===== src/rtl/dcl_1778_8_if.sv =====
// Signal bundle for the duty-cycle meter: measured input, reference clock,
// measurement results and the multiplexed 7-segment display drive.
interface dcl_1778_8_if;
    logic       ft;
    logic       fout;
    logic [9:0] tH;
    logic [9:0] T;
    logic [3:0] q4;
    logic [3:0] q3;
    logic [3:0] q2;
    logic [3:0] q1;
    logic [7:0] SEG;
    logic [6:0] codeout;
    logic       dot;

    modport master (
        output ft,
        input  fout, tH, T, q4, q3, q2, q1, SEG, codeout, dot
    );

    modport slave (
        input  ft,
        output fout, tH, T, q4, q3, q2, q1, SEG, codeout, dot
    );
endinterface


===== src/rtl/dcl_1778_8.sv =====
// Duty-cycle meter: counts 1 MHz ticks over the high time and the period of
// ft, divides to 0.1 % units, converts to BCD and scans a 4-digit display.
module dcl_1778_8 (
    input  logic        clk,
    input  logic        clr,
    dcl_1778_8_if.slave bus
);
    localparam int unsigned DIV_N  = 50;
    localparam int unsigned DIV_W  = 6;
    localparam int unsigned CNT_W  = 10;
    localparam int unsigned NUM_W  = 20;
    localparam int unsigned STEP_W = 5;
    localparam int unsigned SCAN_W = 10;
    localparam int unsigned BCD_W  = 16;
    localparam logic [CNT_W-1:0] CNT_MAX = '1;

    typedef enum logic [1:0] {S_IDLE, S_DIV, S_DONE} state_t;

    state_t              state;
    state_t              state_nxt;
    logic [DIV_W-1:0]    div_cnt;
    logic [DIV_W-1:0]    div_nxt;
    logic                tick;
    logic                fs1;
    logic                fs;
    logic                fs_d;
    logic                rise;
    logic [CNT_W-1:0]    pc;
    logic [CNT_W-1:0]    hc;
    logic                valid;
    logic                upd;
    logic [NUM_W-1:0]    num;
    logic [CNT_W-1:0]    den;
    logic [CNT_W-1:0]    rem;
    logic [STEP_W-1:0]   step;
    logic [CNT_W:0]      rem_sh;
    logic [CNT_W:0]      rem_sub;
    logic                ge;
    logic [SCAN_W-1:0]   scan_cnt;
    logic [1:0]          pos;
    logic [3:0]          digit;

    function automatic logic [BCD_W-1:0] to_bcd(input logic [CNT_W-1:0] bin);
        logic [BCD_W-1:0] acc;
        acc = '0;
        for (int i = CNT_W - 1; i >= 0; i--) begin
            for (int d = 0; d < 4; d++) begin
                if (acc[4*d +: 4] > 4'd4) acc[4*d +: 4] = acc[4*d +: 4] + 4'd3;
            end
            acc = {acc[BCD_W-2:0], bin[i]};
        end
        return acc;
    endfunction

    function automatic logic [6:0] seg7(input logic [3:0] v);
        logic [6:0] c;
        case (v)
            4'd0:    c = 7'b1000000;
            4'd1:    c = 7'b1111001;
            4'd2:    c = 7'b0100100;
            4'd3:    c = 7'b0110000;
            4'd4:    c = 7'b0011001;
            4'd5:    c = 7'b0010010;
            4'd6:    c = 7'b0000010;
            4'd7:    c = 7'b1111000;
            4'd8:    c = 7'b0000000;
            4'd9:    c = 7'b0010000;
            default: c = 7'b1111111;
        endcase
        return c;
    endfunction

    assign tick    = (div_cnt == DIV_W'(DIV_N - 1));
    assign div_nxt = tick ? '0 : div_cnt + DIV_W'(1);
    assign rise    = fs & ~fs_d;
    assign rem_sh  = {rem, num[NUM_W-1]};
    assign ge      = (rem_sh >= {1'b0, den});
    assign rem_sub = rem_sh - {1'b0, den};

    // 50:1 reference divider; fout mirrors (count < 25) of the registered count
    always_ff @(posedge clk) begin
        if (clr) begin
            div_cnt  <= '0;
            bus.fout <= 1'b0;
        end else begin
            div_cnt  <= div_nxt;
            bus.fout <= (div_nxt < DIV_W'(DIV_N / 2));
        end
    end

    // Two-flop synchronizer plus one delay stage for edge detection
    always_ff @(posedge clk) begin
        if (clr) begin
            fs1  <= 1'b0;
            fs   <= 1'b0;
            fs_d <= 1'b0;
        end else begin
            fs1  <= bus.ft;
            fs   <= fs1;
            fs_d <= fs;
        end
    end

    // Saturating tick counters; a rising edge publishes and restarts (clear beats tick)
    always_ff @(posedge clk) begin
        if (clr) begin
            pc     <= '0;
            hc     <= '0;
            valid  <= 1'b0;
            upd    <= 1'b0;
            bus.T  <= '0;
            bus.tH <= '0;
        end else begin
            upd <= 1'b0;
            if (rise) begin
                pc    <= '0;
                hc    <= '0;
                valid <= 1'b1;
                if (valid) begin
                    bus.T  <= pc;
                    bus.tH <= hc;
                    upd    <= 1'b1;
                end
            end else if (tick) begin
                if (pc != CNT_MAX) pc <= pc + CNT_W'(1);
                if (fs && (hc != CNT_MAX)) hc <= hc + CNT_W'(1);
            end
        end
    end

    // Divider control state register
    always_ff @(posedge clk) begin
        if (clr) state <= S_IDLE;
        else     state <= state_nxt;
    end

    // Divider control: a fresh result always restarts the division
    always_comb begin
        state_nxt = state;
        case (state)
            S_IDLE:  if (upd) state_nxt = S_DIV;
            S_DIV:   if (!upd && (step == STEP_W'(NUM_W - 1))) state_nxt = S_DONE;
            S_DONE:  state_nxt = upd ? S_DIV : S_IDLE;
            default: state_nxt = S_IDLE;
        endcase
    end

    // Restoring division of tH*1000 by T, one quotient bit per cycle, then BCD
    always_ff @(posedge clk) begin
        if (clr) begin
            num    <= '0;
            den    <= '0;
            rem    <= '0;
            step   <= '0;
            bus.q4 <= '0;
            bus.q3 <= '0;
            bus.q2 <= '0;
            bus.q1 <= '0;
        end else if (upd) begin
            num  <= NUM_W'(bus.tH) * NUM_W'(1000);
            den  <= bus.T;
            rem  <= '0;
            step <= '0;
        end else if (state == S_DIV) begin
            num  <= {num[NUM_W-2:0], ge};
            rem  <= ge ? rem_sub[CNT_W-1:0] : rem_sh[CNT_W-1:0];
            step <= step + STEP_W'(1);
        end else if (state == S_DONE) begin
            {bus.q4, bus.q3, bus.q2, bus.q1} <= (den == '0) ? '0 : to_bcd(num[CNT_W-1:0]);
        end
    end

    // Digit of the currently scanned position
    always_comb begin
        digit = bus.q1;
        case (pos)
            2'd0: digit = bus.q1;
            2'd1: digit = bus.q2;
            2'd2: digit = bus.q3;
            2'd3: digit = bus.q4;
            default: digit = bus.q1;
        endcase
    end

    // Display scan: one position per 1024 cycles, decimal point left of q1
    always_ff @(posedge clk) begin
        if (clr) begin
            scan_cnt    <= '0;
            pos         <= '0;
            bus.SEG     <= 8'b1111_1110;
            bus.codeout <= 7'b1000000;
            bus.dot     <= 1'b1;
        end else begin
            scan_cnt    <= scan_cnt + SCAN_W'(1);
            if (scan_cnt == '1) pos <= pos + 2'd1;
            bus.SEG     <= {4'hF, ~(4'b0001 << pos)};
            bus.codeout <= seg7(digit);
            bus.dot     <= (pos != 2'd1);
        end
    end
endmodule


===== src/flat_wrapper.sv =====
// flat-port wrapper written by rule: the top's interface ports become plain ports
module dcl_1778_8_flat 
  (clk, clr, bus_ft, bus_fout, bus_tH, bus_T, bus_q4, bus_q3, bus_q2, bus_q1, bus_SEG, bus_codeout, bus_dot);
  dcl_1778_8_if bus_i ();
  input  logic clk;
  input  logic clr;
  input wire logic [$bits(bus_i.ft)-1:0] bus_ft;
  output wire logic [$bits(bus_i.fout)-1:0] bus_fout;
  output wire logic [$bits(bus_i.tH)-1:0] bus_tH;
  output wire logic [$bits(bus_i.T)-1:0] bus_T;
  output wire logic [$bits(bus_i.q4)-1:0] bus_q4;
  output wire logic [$bits(bus_i.q3)-1:0] bus_q3;
  output wire logic [$bits(bus_i.q2)-1:0] bus_q2;
  output wire logic [$bits(bus_i.q1)-1:0] bus_q1;
  output wire logic [$bits(bus_i.SEG)-1:0] bus_SEG;
  output wire logic [$bits(bus_i.codeout)-1:0] bus_codeout;
  output wire logic [$bits(bus_i.dot)-1:0] bus_dot;
  assign bus_i.ft = bus_ft;
  assign bus_fout = bus_i.fout;
  assign bus_tH = bus_i.tH;
  assign bus_T = bus_i.T;
  assign bus_q4 = bus_i.q4;
  assign bus_q3 = bus_i.q3;
  assign bus_q2 = bus_i.q2;
  assign bus_q1 = bus_i.q1;
  assign bus_SEG = bus_i.SEG;
  assign bus_codeout = bus_i.codeout;
  assign bus_dot = bus_i.dot;
  dcl_1778_8 u_core (.clk(clk), .clr(clr), .bus(bus_i));
endmodule

===== config.mk =====
export PLATFORM = sky130hd
export DESIGN_NAME = dcl_1778_8_flat
export DESIGN_NICKNAME = d
export VERILOG_FILES = /design/src/rtl/dcl_1778_8_if.sv /design/src/rtl/dcl_1778_8.sv /design/src/flat_wrapper.sv
export SDC_FILE = /design/constraint.sdc
export NUM_CORES = 1
export LEC_CHECK = 0
export CORE_UTILIZATION = 32
export CTS_CLUSTER_DIAMETER = 60
export DETAILED_ROUTE_END_ITERATION = 8
export PLACE_DENSITY = 0.59
export RECOVER_POWER = 100
export SLEW_MARGIN = 25
export SYNTH_ARGS = -nofsm -noshare
export SYNTH_HDL_FRONTEND = slang
export SYNTH_SLANG_ARGS = --single-unit

===== constraint.sdc =====
create_clock -name clk -period 6.8 [get_ports clk]
set_input_delay 0.68 -clock clk [delete_from_list [all_inputs] [get_ports clk]]
set_output_delay 0.68 -clock clk [all_outputs]
set_load 0.01 [all_outputs]

**After elaboration in Yosys (flattened, before gate mapping)**

Memory sizes are Yosys's and may differ from the RTL's. A register that Yosys moved wholly into a read port is not among the register bits.
Index checks and enable logic that the tools add are counted.

- Add/subtract/negate cells: 19
- Multipliers: 1
- Order comparisons: 14
- Eq/ne operators: 13
- Shift-type cells: 1
- Muxes and demuxes: 59
- Bitwise logic cells: 6
- Reduce and logical (&&, ||, !) cells: 15

Operators with widths:

| kind | number |
|---|---|
| 2-to-1 mux 4 bit | 48 |
| 2-to-1 mux 20 bit | 2 |
| adder 4 x 2 -> 4 bit (second input constant) | 9 |
| > comparator 4 x 3 -> 1 bit (second input constant) | 9 |
| adder 10 x 1 -> 10 bit (second input constant) | 3 |
| != test 10 bit (second input constant) | 2 |
| multiplier 10 x 7 -> 17 bit (second input constant) | 1 |
| one-hot mux 4 bit (4 select lines) | 1 |
| 2-to-1 mux 13 bit | 1 |
| adder 3 x 2 -> 4 bit (second input constant) | 3 |
| >= comparator 11 x 10 -> 1 bit | 1 |
| equality test 10 bit (second input constant) | 1 |
| logical NOT 10 bit | 1 |
| 2-to-1 mux 10 bit | 1 |
| subtractor 10 bit | 1 |
| > comparator 3 bit (second input constant) | 3 |
| AND reduction 2 bit | 4 |
| adder 6 x 1 -> 6 bit (second input constant) | 1 |
| equality test 2 bit (second input constant) | 3 |
| equality test 6 bit (second input constant) | 1 |
| < comparator 6 x 5 -> 1 bit (second input constant) | 1 |
| 2-to-1 mux 6 bit | 1 |
| != test 2 x 1 -> 1 bit (second input constant) | 3 |
| one-hot mux 2 bit (3 select lines) | 1 |
| 16 further kinds | 26 |

- Register bits: 136
- Memory bits (read-only): 112
- Input bits: 3
- Output and inout port bits: 53
- Logic and storage cells: 155
- Memories kept: 1

Memory list:

| memory | words | width | rd ports | clocked after Yosys merged registers in | write ports | line | source |
|---|---|---|---|---|---|---|---|
| (no name shown) | 16 | 7 | 1 | 1 | 0 | dcl_1778_8.sv:57 | `case (v)` |

**Longest topological paths before layout**

- Word-level depth: 39
- Gate-level depth with buffers: 26
- Mapped depth without buffers: 25

**Worst setup path after synthesis**

Ideal clock, no wire load.

- Path type: register -> register
- Start: register u_core.num[7]
- End: register u_core.bus.q2[1]
- Setup time: 0.122 ns
- Arrival: 5.325 ns
- Required time: 6.678 ns
- Setup slack: 1.353 ns
- Stages on the path, launching flop included: 27
- Buffers on the path: 2
- Period minus slack after synthesis: 5.447 ns
- Path through: dfxtp_1 -> inv_1 -> ha_1 -> inv_1 -> ha_1 -> nand2_1 -> a311o_1 -> and3_4 -> buf_6 -> nor4_2 -> or2_1 -> nand2_1 -> ha_1 -> clkbuf_1 -> and4_1 -> a211o_1 -> and2_1 -> and3_4 -> or2_4 -> a21o_1 -> mux2i_1 -> ha_1 -> inv_1 -> maj3_2 -> o21ai_2 -> a211oi_1 -> a221o_1

- Word-level cells in the longest chain between the ends: 39
- Elaborated cells between the ends (all ways): 67
- Those cells by class: add/sub (10); order compare (10); mux (47)

Ends and longest elaborated chain:

| item | line | source |
|---|---|---|
| start, declared | dcl_1778_8.sv:32 | `logic [NUM_W-1:0] num;` |
| start signal, assigned | dcl_1778_8.sv:160 | `num <= NUM_W'(bus.tH) * NUM_W'(1000);` |
| start signal, assigned | dcl_1778_8.sv:165 | `num <= {num[NUM_W-2:0], ge};` |
| adder 3 x 2 -> 4 bit or > comparator 3 bit (tied branches) | dcl_1778_8.sv:48 | `if (acc[4*d +: 4] > 4'd4) acc[4*d +: 4] = acc[4*d +: 4] + 4'd3;` |
| 2-to-1 mux 4 bit (*) | dcl_1778_8.sv:48 |  |
| 2-to-1 mux 4 bit (*) | dcl_1778_8.sv:168 | `end else if (state == S_DONE) begin` |
| 2-to-1 mux 4 bit (*) | dcl_1778_8.sv:164 | `end else if (state == S_DIV) begin` |
| 2-to-1 mux 4 bit (*) | dcl_1778_8.sv:159 | `end else if (upd) begin` |
| 2-to-1 mux 4 bit (*) | dcl_1778_8.sv:150 | `if (clr) begin` |
| adder 4 x 2 -> 4 bit or > comparator 4 x 3 -> 1 bit (tied branches) | dcl_1778_8.sv:48 |  |
| 2-to-1 mux 4 bit | dcl_1778_8.sv:48 |  |
| [23 not listed] | -- |  |
| 2-to-1 mux 4 bit | dcl_1778_8.sv:48 |  |
| 2-to-1 mux 4 bit | dcl_1778_8.sv:168 |  |
| 2-to-1 mux 4 bit | dcl_1778_8.sv:164 |  |
| 2-to-1 mux 4 bit | dcl_1778_8.sv:159 |  |
| 2-to-1 mux 4 bit | dcl_1778_8.sv:150 |  |
| > comparator 4 x 3 -> 1 bit or adder 4 x 2 -> 4 bit (tied branches) | dcl_1778_8.sv:48 |  |
| 2-to-1 mux 4 bit (*) | dcl_1778_8.sv:48 |  |
| 2-to-1 mux 13 bit (*) | dcl_1778_8.sv:169 | `{bus.q4, bus.q3, bus.q2, bus.q1} <= (den == '0) ? '0 : to_bcd(num[CNT_W-1:0]);` |
| end signal, assigned | dcl_1778_8.sv:169 |  |
| end, declared | dcl_1778_8_if.sv:23 | `output fout, tH, T, q4, q3, q2, q1, SEG, codeout, dot` |

Every way passes the cells marked *; elsewhere a longest branch is shown, timed or not. The select of a mux whose other input is x is not followed.
A chain may end at the register's enable or synchronous reset.

**Worst setup path after layout**

Ends and elaborated chain as after synthesis.

==> metrics <==
final WL about 20000 microns; fin cells 1500; Setup Total Neg Slack 0 ps; Synth top area share 0.2963; hold endpoint u_core.fs$_SDFF_PP0_; cell family with most CP delay compound AO/OA/AOI/OAI gates; GRT Residual Overflow 0; Die Height about 170 microns; WP data required about 7000 ps; Comb power frac 0.023; Mapped Cells ~1100; gpl congestion roughly 0.85; DRC viols 0; CP dominant cell by count ha_1; DP Area around 9900 sq um; Seq pwr share 0.445; Starting DRT DRC Count around 480; CP Launch Type flop; Tcrit/Tclk final 0.9143; first-pass GRT wire length 34120 microns; failing checks capacitance limit, slew limit; Maximum Capacitance Violations 2; Min Hold Slack ~440 ps; status complete, but fails checks; Worst Path Max Fanout 12; Leakage ~0.0043 uW; Num Clock Sinks ~140; Layout Skew between 10 and 15 ps; Slowest Stage Delay on Critical Path about 460 ps; Net Sw Frac 0.2504; Worst setup startpoint u_core.num[7]$_SDFFE_PP0P_; Die Span X about 170 microns; register area share after synthesis 0.2963; clock root buffer clkbuf_16; CTS H-tree lvls 4; net switching power between 400 and 500 uW; CP max-delay cell o21a_1; Worst VDD drop between 150 and 200 uV; RSZ-0062 raised after global routing no; number of detailed-route iterations in the first pass 5; vias per std cell roughly 5.0; Pwr Density 171.6 nW/um^2; min cycle time layout 6218 ps; Final nets ~1200; Netlist cell types 90; Worst-Skew Late Latency 430 ps; Synth area leaders dfxtp_1, ha_1, fa_1; Most used DFF post-synth dfxtp_1; register-to-register setup slack just under 600 ps; CP Buf/Inv Count 3; most common cell after layout, fill and taps aside dfxtp_1; via total after detailed routing ~7500; Synthesis Warnings 0; max-slew violation count roughly 90; fmax between 0.15 and 0.2 GHz; Data arrival, critical path 6540 ps; Cells after DPL 1468; Clk pin slew, worst setup/hold paths roughly 70 ps; antenna violations before repair 0; Worst-Margin Slew 2379 ps; postcts setup bufs 0; Die ar. a little under 30000 sq um; gr usage total 0.1443; #FFs+latches synth 135; R2R Path Start u_core.num[7]$_SDFFE_PP0P_; post-DP HPWL roughly 14000 microns; critical path class flop to flop; TritonCTS clock tree yes; Design Area, Final 10480 sq um; Mapped Avg Cell Area about 8.4 sq um; largest net degree at the start of global routing 54; final setup violation count 0; worst r2r dst u_core.bus.q2[1]$_SDFFE_PP0P_; Area growth syn-to-layout 14.91%; fraction of registers with async set/reset 0; layout cell share with drive strength beyond 1 0.05258; most frequent cells in the layout dfxtp_1, nand2_1, nor2_1; Hold Crit Depth 1; number of CTS-inserted buffers 17; IO Count 56; filler cell count slightly below 3000; FP Rows between 60 and 70; crit-path cells inv_1 > ha_1 > inv_1 > ha_1 > xor2_1 > a2bb2oi_1 > o21a_1 > o31a_1 > or2_1 > nand2_1 > ha_1 > and4_1 > a211o_1 > a21bo_2 > mux2i_2 > nor3_1 > mux2i_1 > ha_1 > inv_1 > maj3_2 > o21ai_2 > a211oi_1 > a221o_1; clock buffer depth 2; Mapped Area around 9100 sq um; Clock Power Share 0.532; CP Capture Type flop; post-layout util 0.3752; ANT nets after route 0; vias in the first global route 7130; core area 27930 sq um; Fin. Hold Viols 0; # hold bufs at CTS 0; Synth area leader dfxtp_1; Worst Hold Class flop to flop; Int Pwr 1348 uW; hold_sp u_core.fs1$_SDFF_PP0_; wire per inst approximately 13 microns; number of synthesized flops with an enable pin 0; Initial Utilization 0.3265; Antenna Cells 0; post-cts resize count 0; Reg2Reg Depth 23; Buffers on Ports 48; Rel. slew slack -0.5862
## metal layers
metal  up-vias  track usage  wire (microns)
li1       3822            -               -
met1      3520       0.1833            9558
met2       108       0.2467            9628
met3        18      0.02591             545
met4         0      0.04542             243
met5         -            0               0
## per-stage QoR
stage	worst slack (ps)	total power (uW)
after floorplan	1353	852.9
after global placement	943.0	860.4
after detailed placement	711.0	860.8
after CTS	688.4	1824
after global routing	93.61	1872
final	582.5	1799
## state kept, by name, summed over array words and instances (netlist names), 2 cells and up
| name | flops |
|---|---|
| u_core.bus.codeout | 7 |
| u_core.bus.q3 | 4 |
| u_core.state | 2 |
| u_core.rem | 10 |
| u_core.bus.T | 10 |
| u_core.bus.tH | 10 |
| u_core.num | 20 |
| u_core.bus.q1 | 4 |
| u_core.den | 10 |
| u_core.bus.q2 | 4 |
| u_core.pc | 10 |
| u_core.hc | 10 |
| u_core.bus.SEG | 3 |
| u_core.step | 5 |
| u_core.div_cnt | 6 |
| u_core.pos | 2 |
| u_core.scan_cnt | 10 |
## worst reg2reg max path: stages, from the launching register on
cell and delay, ps:
dfxtp_1 450, inv_1 150, ha_1 270, inv_1 90
ha_1 270, xor2_1 410, a2bb2oi_1 250, o21a_1 460
o31a_1 280, or2_1 190, nand2_1 120, ha_1 370
and4_1 230, a211o_1 300, a21bo_2 230, mux2i_2 460
nor3_1 190, mux2i_1 170, ha_1 240, inv_1 140
maj3_2 340, o21ai_2 140, a211oi_1 90, a221o_1 280
## cell families after synthesis
family,share of synthesized area
buf+inv,0.05226
flops,0.2963
simple gates,0.1901
xor+xnor,0.05542
mux,0.03018
compound gates,0.1918
fa+ha+maj,0.1831
other cells,0.0008234
## cells in the mapped netlist (7+ instances only)
library cell  count
a211oi_1         22
a21o_1           16
a21oi_1         103
a22oi_1           7
and2_1            8
and3_1            8
buf_4             9
clkbuf_1         36
dfxtp_1         135
fa_1             31
ha_1             83
inv_1            58
mux2i_1          25
nand2_1         124
nand2b_1         14
nand3_1          22
nand4_1          10
nor2_1          113
nor2b_1          17
nor3_1           18
o21ai_0          29
or3_1            11
xnor2_1          30
xor2_1           24
## area by class of cell
| type | instances | area, sq um | area share |
|---|---|---|---|
| clock inverters | 14 | 176.4 | 0.01683 |
| repair buffers | 54 | 511.7 | 0.04882 |
| clock buffers | 18 | 439.2 | 0.04190 |
| inverters | 60 | 225.2 | 0.02149 |
| multi-input cells | 841 | 5952 | 0.5679 |
| flip-flops and latches | 135 | 2704 | 0.2580 |
| well taps | 378 | 473.0 | 0.04512 |
## worst max-delay path by stage
stage / end / depth (start not counted) / slack [ps]
2_1_floorplan: u_core.bus.q2[1]$_SDFFE_PP0P_ / 26 / 1350
3_3_place_gp: u_core.bus.q2[1]$_SDFFE_PP0P_ / 23 / 940
6_report: u_core.bus.q2[1]$_SDFFE_PP0P_ / 23 / 580
3_5_place_dp: u_core.bus.q2[1]$_SDFFE_PP0P_ / 23 / 710
4_1_cts: u_core.bus.q2[1]$_SDFFE_PP0P_ / 23 / 690
5_1_grt: u_core.bus.q2[1]$_SDFFE_PP0P_ / 23 / 90
## power groups by stage
stage	registers (uW)	logic (uW)	clock network, uW
6_report	800	41.3	957
3_5_place_dp	818	42.7	0
5_1_grt	800	47.1	1020
4_1_cts	800	42.9	981
3_3_place_gp	818	42.5	0
2_1_floorplan	817	35.9	0
No activity file was read; power rests on OpenSTA's default activity.
==> edit (config.mk and constraints unchanged) <==
Re-encode `state_t` (3 states) as one-hot, 3 bits wide.
--- a/src/rtl/dcl_1778_8.sv
+++ b/src/rtl/dcl_1778_8.sv
@@ -14,7 +14,7 @@
     localparam int unsigned BCD_W  = 16;
     localparam logic [CNT_W-1:0] CNT_MAX = '1;
 
-    typedef enum logic [1:0] {S_IDLE, S_DIV, S_DONE} state_t;
+    typedef enum logic [2:0] {S_IDLE = 3'b001, S_DIV = 3'b010, S_DONE = 3'b100} state_t;
 
     state_t              state;
     state_t              state_nxt;
Check against the original RTL: same outputs for any inputs over 10 cycles, from zero or initial values; not proved beyond that.
==> edit against the unedited design <==
The flow still finishes with violations (capacitance limit, slew limit). Sequential share of layout area fell by 0.63 points. Total power fell by 2.4%. Routed wire length rose by 4.6%. Area after synthesis rose by 4.9%. Clock skew fell by 5.6 ps. Cell count rose by 2.3%. Worst setup slack improved by 180 ps. Largest cell class unchanged. Synthesized cell count rose by 3.4%. Design area rose by 3.2%. Non-clock buffer count fell by 3. Sequential cell count rose by 1. Utilization fell by 0.33 points.
==> edit: results (changes against the unedited design) <==
[grt]
grt_pass1_wl_mm=35.40  ; +3.8%
grt_usage_pct=13.96  ; -0.47 points
met2_usage_pct=22.88  ; -1.8 points
use_met1_pct=18.54  ; +0.21 points
grtUsageMet3_pct=1.893  ; -0.70 points
grt_max_degree=58  ; +7.4%
grt_pass1_vias=7242  ; +1.6%

[job]
maxCapViolations=2  ; unchanged

[placement]
place_hpwl_mm=15.12  ; +4.4%
placed_area_sq_um=10280  ; +3.9%
gp_congestion=0.8312  ; -2.7%

[worst_setup_path]
crit_arrival_ps=6400  ; -140 ps
r2r.worst_path.cells=20  ; -13%
crit_family=compound AO/OA/AOI/OAI gates
cpPeakStageDelay_ps=730  ; +270 ps
cp_slowest_cell=a2bb2oi_1

[synth]
async_reset_ff_share_pct=0  ; unchanged
muxShareOfSynthArea_pct=3.937  ; +0.92 points
synth_common_cells=dfxtp_1 (136), nand2_1 (133), a21oi_1 (111)
synth-xor-area-share_pct=6.199  ; +0.66 points
synth_compound_area_share_pct=20.30  ; +1.1 points
synth_area_leaders=dfxtp_1 (28%), ha_1 (11%), fa_1 (6.5%), a21oi_1 (5.8%), nand2_1 (5.2%)
synth-seq-area-share_pct=28.46  ; -1.2 points
synthAdderAreaFrac_pct=17.45  ; -0.87 points

[cells_and_area]
layout-drive-gt1-share_pct=6.082  ; +0.82 points
clkCellAreaFrac_pct=5.319  ; -0.55 points
nClkBuffers=19  ; +1
inverters_excl_clock=63  ; +5.0%
multi_input_area_share_pct=58.30  ; +1.5 points
nFillCells=2942  ; +1.8%
nets=1256  ; +2.4%
signal_buffers=51  ; -5.6%
seq_cells=136  ; +0.74%
num-multi-input-gates=870  ; +3.4%
sh_seq_area_pct=25.16  ; -0.63 points

[pwr]
p_int_mw=1.356  ; +0.56%
powerClk_uw=915  ; -4.4%
swShare_pct=22.79  ; -2.2 points
irDropWorstVdd_v=0.0001517  ; -9.5%
leakage_nw=4.331  ; +1.8%

[timing]
slew_headroom_pct=-25.92  ; +33 points
maxSlewViolCount=87  ; -2.2%

[routing]
wl_per_cell_um=13.61  ; +2.2%
wl_met1_mm=10.13  ; +6.0%
drt-initial-drc-count=399  ; -16%
route.met2.wl_mm=9.803  ; +1.8%
vias=7814  ; +4.6%
met3_length_um=552  ; +1.3%

[run_status]
status=finished, violations left
violations=capacitance limit, slew limit

[edit: cell count changes in the layout (fill, tap and decap cells not counted), moves of 5 or more]
cell,delta
mux2i_1,+7
a21oi_1,+8
a311o_1,-5
o21ai_0,+14
inv_8,-6
a211oi_1,-11
a21o_1,-10
nand3_1,+5
nand2_1,+9
nor2_1,-13
inv_1,+5
[edit: path summary, 6_finish.rpt]
kind	slack, ps	end	from
setup / recovery	760	u_core.bus.q1[2]	u_core.num[7]
hold / removal	440	u_core.fs	u_core.fs1
setup reg to reg	760	u_core.bus.q1[2]	u_core.num[7]
hold reg to reg	440	u_core.fs	u_core.fs1
[edit: through the flow]
step / setup slack (ps) / util [%] / std cells
6_report: 759.4 / 37.20 / 1535
4_1_cts: 806.5 / 37.31 / 1535
3_3_place_gp: 1025 / 35.33 / 1504
5_1_grt: 134.6 / 37.20 / 1535
3_5_place_dp: 825.1 / 35.33 / 1504
2_1_floorplan: 1735 / - / 1128
